<file path="config.mk">
export PLATFORM = sky130hd
export DESIGN_NAME = sti_rx
export DESIGN_NICKNAME = d
export VERILOG_FILES = /design/src/rtl/sti_pkg.sv /design/src/rtl/sti_rx_shreg.sv /design/src/rtl/sti_rx.sv
export SDC_FILE = /design/constraint.sdc
export NUM_CORES = 1
export LEC_CHECK = 0
export CAP_MARGIN = 20
export CORE_MARGIN = 2
export CORE_UTILIZATION = 55
export CTS_CLUSTER_SIZE = 14
export DETAILED_ROUTE_END_ITERATION = 6
export PLACE_DENSITY = 0.76
export RECOVER_POWER = 50
export REMOVE_ABC_BUFFERS = 1
export SLEW_MARGIN = 20
export SYNTH_ARGS = -nofsm -noshare
export SYNTH_HDL_FRONTEND = slang
export SYNTH_SLANG_ARGS = --single-unit
</file>
<file path="constraint.sdc">
create_clock -name clk -period 3 [get_ports clk]
set_input_delay 0.3 -clock clk [delete_from_list [all_inputs] [get_ports clk]]
set_output_delay 0.3 -clock clk [all_outputs]
set_load 0.03 [all_outputs]
</file>
<file path="src/rtl/sti_pkg.sv">
// Shared definitions for the serial-to-parallel receiver: frame length
// encodings, the length-to-bit-count mapping, the FSM state type and the
// bundle of per-frame configuration bits.
package sti_pkg;

    // cfg_length encodings
    localparam logic [1:0] LEN_8  = 2'b00;
    localparam logic [1:0] LEN_16 = 2'b01;
    localparam logic [1:0] LEN_24 = 2'b10;
    localparam logic [1:0] LEN_32 = 2'b11;

    typedef enum logic {
        IDLE = 1'b0,
        RECV = 1'b1
    } state_t;

    // Per-frame configuration, captured together on the first bit of a frame
    typedef struct packed {
        logic [1:0] length;
        logic       msb;
        logic       fill;
        logic       low;
    } cfg_t;

    // Number of bits N in a frame for a given length code (8..32)
    function automatic logic [5:0] frame_bits(input logic [1:0] length);
        logic [5:0] n;
        case (length)
            LEN_8:   n = 6'd8;
            LEN_16:  n = 6'd16;
            LEN_24:  n = 6'd24;
            default: n = 6'd32;
        endcase
        return n;
    endfunction

    // Index of the final bit of a frame (N-1), fits in the 5-bit counter
    function automatic logic [4:0] last_index(input logic [1:0] length);
        return 5'(frame_bits(length) - 6'd1);
    endfunction

endpackage

</file>
<file path="src/rtl/sti_rx_shreg.sv">
// 32-bit indexed bit assembler. Each cycle one bit may be written to an
// arbitrary position; a clear request zeroes the whole word in the same
// cycle as the write, so a new frame starts from an all-zero image.
// frame_d_o is the next-state image, i.e. it already contains the bit being
// written this cycle, which lets the owner extract a completed frame without
// waiting an extra cycle.
module sti_rx_shreg (
    input  logic        clk,
    input  logic        rst,
    input  logic        clr_i,
    input  logic        wr_i,
    input  logic [4:0]  pos_i,
    input  logic        bit_i,
    output logic [31:0] frame_d_o
);

    logic [31:0] frame_q;
    logic [31:0] frame_d;

    // Next image: optional clear, then optional single-bit write
    always_comb begin
        // NOTE: every always_comb output gets a full default first so no latch is inferred.
        frame_d = clr_i ? 32'h0000_0000 : frame_q;
        if (wr_i) begin
            frame_d[pos_i] = bit_i;
        end
    end

    // Assembly register update
    always_ff @(posedge clk) begin
        if (rst) begin
            // NOTE: this storage is reset explicitly; positions a frame never writes must read as zero.
            frame_q <= 32'h0000_0000;
        end else begin
            frame_q <= frame_d;
        end
    end

    assign frame_d_o = frame_d;

endmodule

</file>
<file path="src/rtl/sti_rx.sv">
// Serial frame receiver: collects 8/16/24/32-bit frames one bit per cycle
// (LSB- or MSB-first), extracts a 16-bit payload and presents it with a
// one-cycle po_valid pulse. A frame cut short by si_valid dropping gives a
// one-cycle po_err pulse instead and leaves po_data untouched.
// Optional build macro STI_RX_PADCHK_EN: in 24/32-bit modes a completed
// frame with nonzero bits outside the payload window is reported via po_err
// rather than po_valid. Without the macro padding is ignored.
module sti_rx
    import sti_pkg::*;
(
    input  logic        clk,
    input  logic        rst,
    input  logic        si_data,
    input  logic        si_valid,
    input  logic [1:0]  cfg_length,
    input  logic        cfg_msb,
    input  logic        cfg_fill,
    input  logic        cfg_low,
    input  logic        cfg_end,
    output logic [15:0] po_data,
    output logic        po_valid,
    output logic        po_err,
    output logic        rx_off
);

    state_t      state_q;
    logic [4:0]  cnt_q;
    cfg_t        cfg_q;
    logic [15:0] po_data_q;
    logic        po_valid_q;
    logic        po_err_q;

    cfg_t        cfg_live;
    cfg_t        cfg_eff;
    logic [4:0]  bit_idx;
    logic [4:0]  eff_last;
    logic [4:0]  wr_pos;
    logic        frame_start;
    logic        frame_done;
    logic [31:0] frame_d;
    logic [15:0] payload;
    logic        pad_err;

    assign cfg_live = '{length: cfg_length, msb: cfg_msb, fill: cfg_fill, low: cfg_low};

    // Bit placement: on the first bit the live configuration applies,
    // afterwards the configuration captured at frame start
    always_comb begin
        cfg_eff = cfg_q;
        bit_idx = cnt_q;
        if (state_q == IDLE) begin
            cfg_eff = cfg_live;
            bit_idx = 5'd0;
        end
        eff_last = last_index(cfg_eff.length);
        wr_pos   = cfg_eff.msb ? (eff_last - bit_idx) : bit_idx;
    end

    assign frame_start = (state_q == IDLE) && si_valid;
    assign frame_done  = (state_q == RECV) && si_valid && (cnt_q == eff_last);

    sti_rx_shreg u_shreg (
        .clk       (clk),
        .rst       (rst),
        .clr_i     (frame_start),
        .wr_i      (si_valid),
        .pos_i     (wr_pos),
        .bit_i     (si_data),
        .frame_d_o (frame_d)
    );

    // Payload window selection from the frame image including the final bit
    always_comb begin
        payload = frame_d[15:0];
        case (cfg_q.length)
            LEN_8:   payload = cfg_q.low ? {frame_d[7:0], 8'h00} : {8'h00, frame_d[7:0]};
            LEN_16:  payload = frame_d[15:0];
            LEN_24:  payload = cfg_q.fill ? frame_d[23:8] : frame_d[15:0];
            default: payload = cfg_q.fill ? frame_d[31:16] : frame_d[15:0];
        endcase
    end

`ifdef STI_RX_PADCHK_EN
    // Padding check: any set bit outside the payload window marks the frame
    // malformed (bits above N are always zero since the image is cleared)
    always_comb begin
        pad_err = 1'b0;
        case (cfg_q.length)
            LEN_24:  pad_err = cfg_q.fill ? (|frame_d[7:0])  : (|frame_d[23:16]);
            LEN_32:  pad_err = cfg_q.fill ? (|frame_d[15:0]) : (|frame_d[31:16]);
            default: pad_err = 1'b0;
        endcase
    end
`else
    assign pad_err = 1'b0;
`endif

    // Receive FSM with registered payload and status pulses
    always_ff @(posedge clk) begin
        if (rst) begin
            state_q    <= IDLE;
            cnt_q      <= 5'd0;
            cfg_q      <= '0;
            po_data_q  <= 16'h0000;
            po_valid_q <= 1'b0;
            po_err_q   <= 1'b0;
        end else begin
            // NOTE: sequential state uses non-blocking assignments so every register samples pre-edge values.
            po_valid_q <= 1'b0;
            po_err_q   <= 1'b0;
            case (state_q)
                IDLE: begin
                    if (si_valid) begin
                        cfg_q   <= cfg_live;
                        cnt_q   <= 5'd1;
                        state_q <= RECV;
                    end
                end
                RECV: begin
                    if (!si_valid) begin
                        // Partial frame abandoned; payload output keeps its value
                        po_err_q <= 1'b1;
                        cnt_q    <= 5'd0;
                        state_q  <= IDLE;
                    end else if (frame_done) begin
                        cnt_q   <= 5'd0;
                        state_q <= IDLE;
                        if (pad_err) begin
                            po_err_q <= 1'b1;
                        end else begin
                            po_valid_q <= 1'b1;
                            po_data_q  <= payload;
                        end
                    end else begin
                        cnt_q <= cnt_q + 5'd1;
                    end
                end
                default: state_q <= IDLE;
            endcase
        end
    end

    assign po_data  = po_data_q;
    assign po_valid = po_valid_q;
    assign po_err   = po_err_q;
    assign rx_off   = cfg_end & ~si_valid & (state_q == IDLE) & ~po_valid_q;

endmodule

</file>
==> results by group <==
STA
  – Unrepaired setup endpoints after global routing: false
  – Total negative setup slack: 0 ns
  – Slew Limit Headroom: 45.8%
  – Number of max-slew violations in the final report: 0
  – Final count of hold timing violations: 0
  – Final critical path time including I/O delays and setup: 2.76 ns
  – Maximum frequency from static timing analysis: 0.362 GHz
  – Skew final: 0.00483 ns
  – Slack of the critical path: 0.236 ns
  – Measured slew at the worst slew-check pin: 0.804 ns
  – Post-route clock period utilization: 92.1%
  – # setup viols final: 0

Global route
  – Overflow left after global routing: 0
  – Global-route total usage across every layer: 31.4%
  – First-pass GRT wire length: 18900 um
  – Number of antenna violations at the first check in global routing: 0
  – Number of global-route vias before repair: 3698
  – Largest net degree at the start of global routing: 46

Logic synthesis
  – Syn_area_per_cell: 7.89 um2
  – Post-synthesis share of cell area spent on full adders, half adders and majority gates: 0.319%
  – Number of warnings reported in the yosys synthesis log: 0
  – Number of enable-type register cells in the synthesized netlist: 0
  – Synthesized-area fraction occupied by and/or/nand/nor cells: 27.3%
  – Top area cells in the synthesized netlist: dfxtp_1 31%, nand2_1 6.9%, nor2_1 5.2%
  – Dominant combinational cell family by area after synthesis: compound AO/OA/AOI/OAI gates
  – Share of the synthesized netlist area taken by xor and xnor gates: 2.07%
  – Yosys cell types: 75
  – Cells after Synth: 497
  – Flops & latches, synth: 61
  – Leading register cell type out of synthesis: dfxtp_1
  – Compound-gate portion of the synthesized area: 27.7%
  – List of most frequent post-synthesis cells: 72 x nand2_1, 61 x dfxtp_1, 54 x nor2_1
  – Share of the synthesized area in the top cell type: 31.1%
  – Sequential element share of the synthesized area: 31.1%
  – Multiplexer share of the synthesized area: 5.36%
  – Most repeated cell in the gate-level netlist after synthesis: nand2_1
  – Share of flip-flops with an asynchronous set or reset after synthesis: 0%
  – Combined area of all synthesized cells: 3920 um2
  – Cell type contributing the most total cell area after synthesis: dfxtp_1

Setup path
  – Worst-path fanout max: 20
  – Category of the most critical setup path: register to register
  – Arrival time at the worst endpoint: 3.05 ns
  – Kind of end point of the critical path: register
  – Required time of the critical path: 3.29 ns
  – Worst setup SP type: register

Die
  – Std cell rows: 30
  – Die W: 88.5 um
  – Overall die height: 88.5 um
  – Die ar.: 7830 um2
  – # IOs: 29
  – Initial core utilization: 57.4%
  – Core footprint: 6830 um2

Final layout
  – Layout-stage area growth over the synthesis result: 13.5%
  – Ratio of cells with drive above 1 in the final layout: 11.9%
  – Inserted Diodes: 0
  – Non-filler cells, final: 618
  – Final layout net count: 528

Detailed routing
  – Vias per Instance: 6.56
  – Routed vias: 4051
  – Remaining design rule violation count: 0
  – Routed Wire Length: 11700 um
  – First-pass iteration count of the detailed router: 5
  – Routed Antenna Nets: 0
  – Detailed-route wire length per cell: 18.9 um
  – Number of DRC markers in iteration 0: 539

CTS
  – Clock Root Buffer: clkbuf_8
  – Later-pin clock latency in the skew report: 0.35 ns
  – Total number of clock tree sinks: 61
  – CTS max path bufs: 2
  – TritonCTS Buffers: 9
  – Clock tree from TritonCTS: built
  – Buffers inserted during post-CTS setup optimization: 0
  – Post-cts hold buffer count: 0
  – Worst-path clk slew: 0.07 ns
  – Count of instances resized after the clock tree is built: 0
  – H-tree levels: 3

Min path
  – Kind of path behind the tightest hold check: register to register

Place
  – Number of buffers inserted by port buffering: 28
  – Final RePlAce weighted congestion: 0.923
  – Inst Count DP: 602
  – Post-placement worst setup slack: 0.280 ns
  – Hpwl dp: 8080 um

Pwr
  – Power per standard cell area: 408 nW/um2
  – Max rail drop VDD: 328 uV
  – Static leakage: 0.00163 uW

Status
  – Status: finished, final reports clean

Flow run
  – Count of maximum capacitance violations: 0
==> metrics by stage <==
step / hold WS (ns) / power (uW) / instance area [um2] / utilization, %
floorplan: 0.369 / 986 / 3710 / -
global placement: 0.441 / 1090 / 4270 / 62.5
detailed placement: 0.446 / 1090 / 4270 / 62.5
CTS: 0.456 / 1820 / 4460 / 65.3
global route: 0.476 / 1870 / 4450 / 65.2
finish: 0.446 / 1820 / 4450 / 65.2
==> state kept, by name, summed over array words and instances, names as in the netlist <==
signal	count
cfg_q	5
po_err	1
state_q	1
po_data	16
u_shreg.frame_q	32
po_valid	1
cnt_q	5
==> logic make-up (layout without fill, tap and decap cells) <==
kind of cell,count (synthesis),in the layout
mux,20,20
xor+xnor,5,5
compound gates,148,148
simple gates,215,215
buf+inv,47,72
fa+ha+maj,1,1
flops,61,61
==> placed cells by master, fill, tap and decap left out, types with 6 or more instances in the layout <==
cell type,netlist,routed
a21o_1,6,6
a21oi_1,40,40
a22o_1,7,7
a31oi_1,17,17
and2_1,13,12
and3_1,6,6
buf_4,1,19
clkbuf_8,0,10
clkdlybuf4s50_1,0,8
dfxtp_1,61,61
dlygate4sd3_1,0,20
inv_1,7,7
mux2_2,8,8
mux2i_1,12,12
nand2_1,72,72
nand3_1,12,12
nand3b_1,6,6
nor2_1,54,54
nor2b_1,9,9
nor3_1,9,9
o21ai_0,13,13
==> final cells by class <==
cell class | instances | area, um2
multi-input combinational | 389 | 2460
fill | 616 | 2380
inverter | 7 | 26.3
clock buffer | 12 | 145
tap | 96 | 120
sequential | 61 | 1220
clock inverter | 4 | 47.5
timing repair buffer | 49 | 430
==> final timing paths <==
check | start | to | cells past startpoint | slack, ns
min reg2reg | po_data[9]$_SDFFE_PP0P_ | po_data[9]$_SDFFE_PP0P_ | 2 | 0.45
max | cfg_q[2]$_SDFFE_PP0P_ | po_data[6]$_SDFFE_PP0P_ | 7 | 0.24
min | po_data[9]$_SDFFE_PP0P_ | po_data[9]$_SDFFE_PP0P_ | 2 | 0.45
max reg2reg | cfg_q[2]$_SDFFE_PP0P_ | po_data[6]$_SDFFE_PP0P_ | 7 | 0.24
==> power breakdown <==
group          internal [uW]  total, uW  leakage [uW]  switching [uW]
combinational           83.4        249       0.00104             166
sequential               818        831      0.000493            13.5
clock                    404        738     0.0000964             334
total                   1310       1820       0.00163             513
==> critical path, stage by stage (launching register included) <==
cell and delay [ns]:
dfxtp_1 0.67, and2_1 0.49, a21oi_1 0.21, buf_4 0.23, nor3_1 0.28, mux2_2 0.40, a211oi_1 0.27, a22o_1 0.16
==> routing by layer <==
metal | global-route usage, % | routed length, um | vias to the layer above
met5 | 0 | 0 | -
met4 | 13.8 | 258 | 0
met3 | 5.88 | 1160 | 29
met2 | 48.3 | 5290 | 265
met1 | 43.0 | 4990 | 1914
li1 | - | - | 1843
Power figures use the tool's default switching activity.
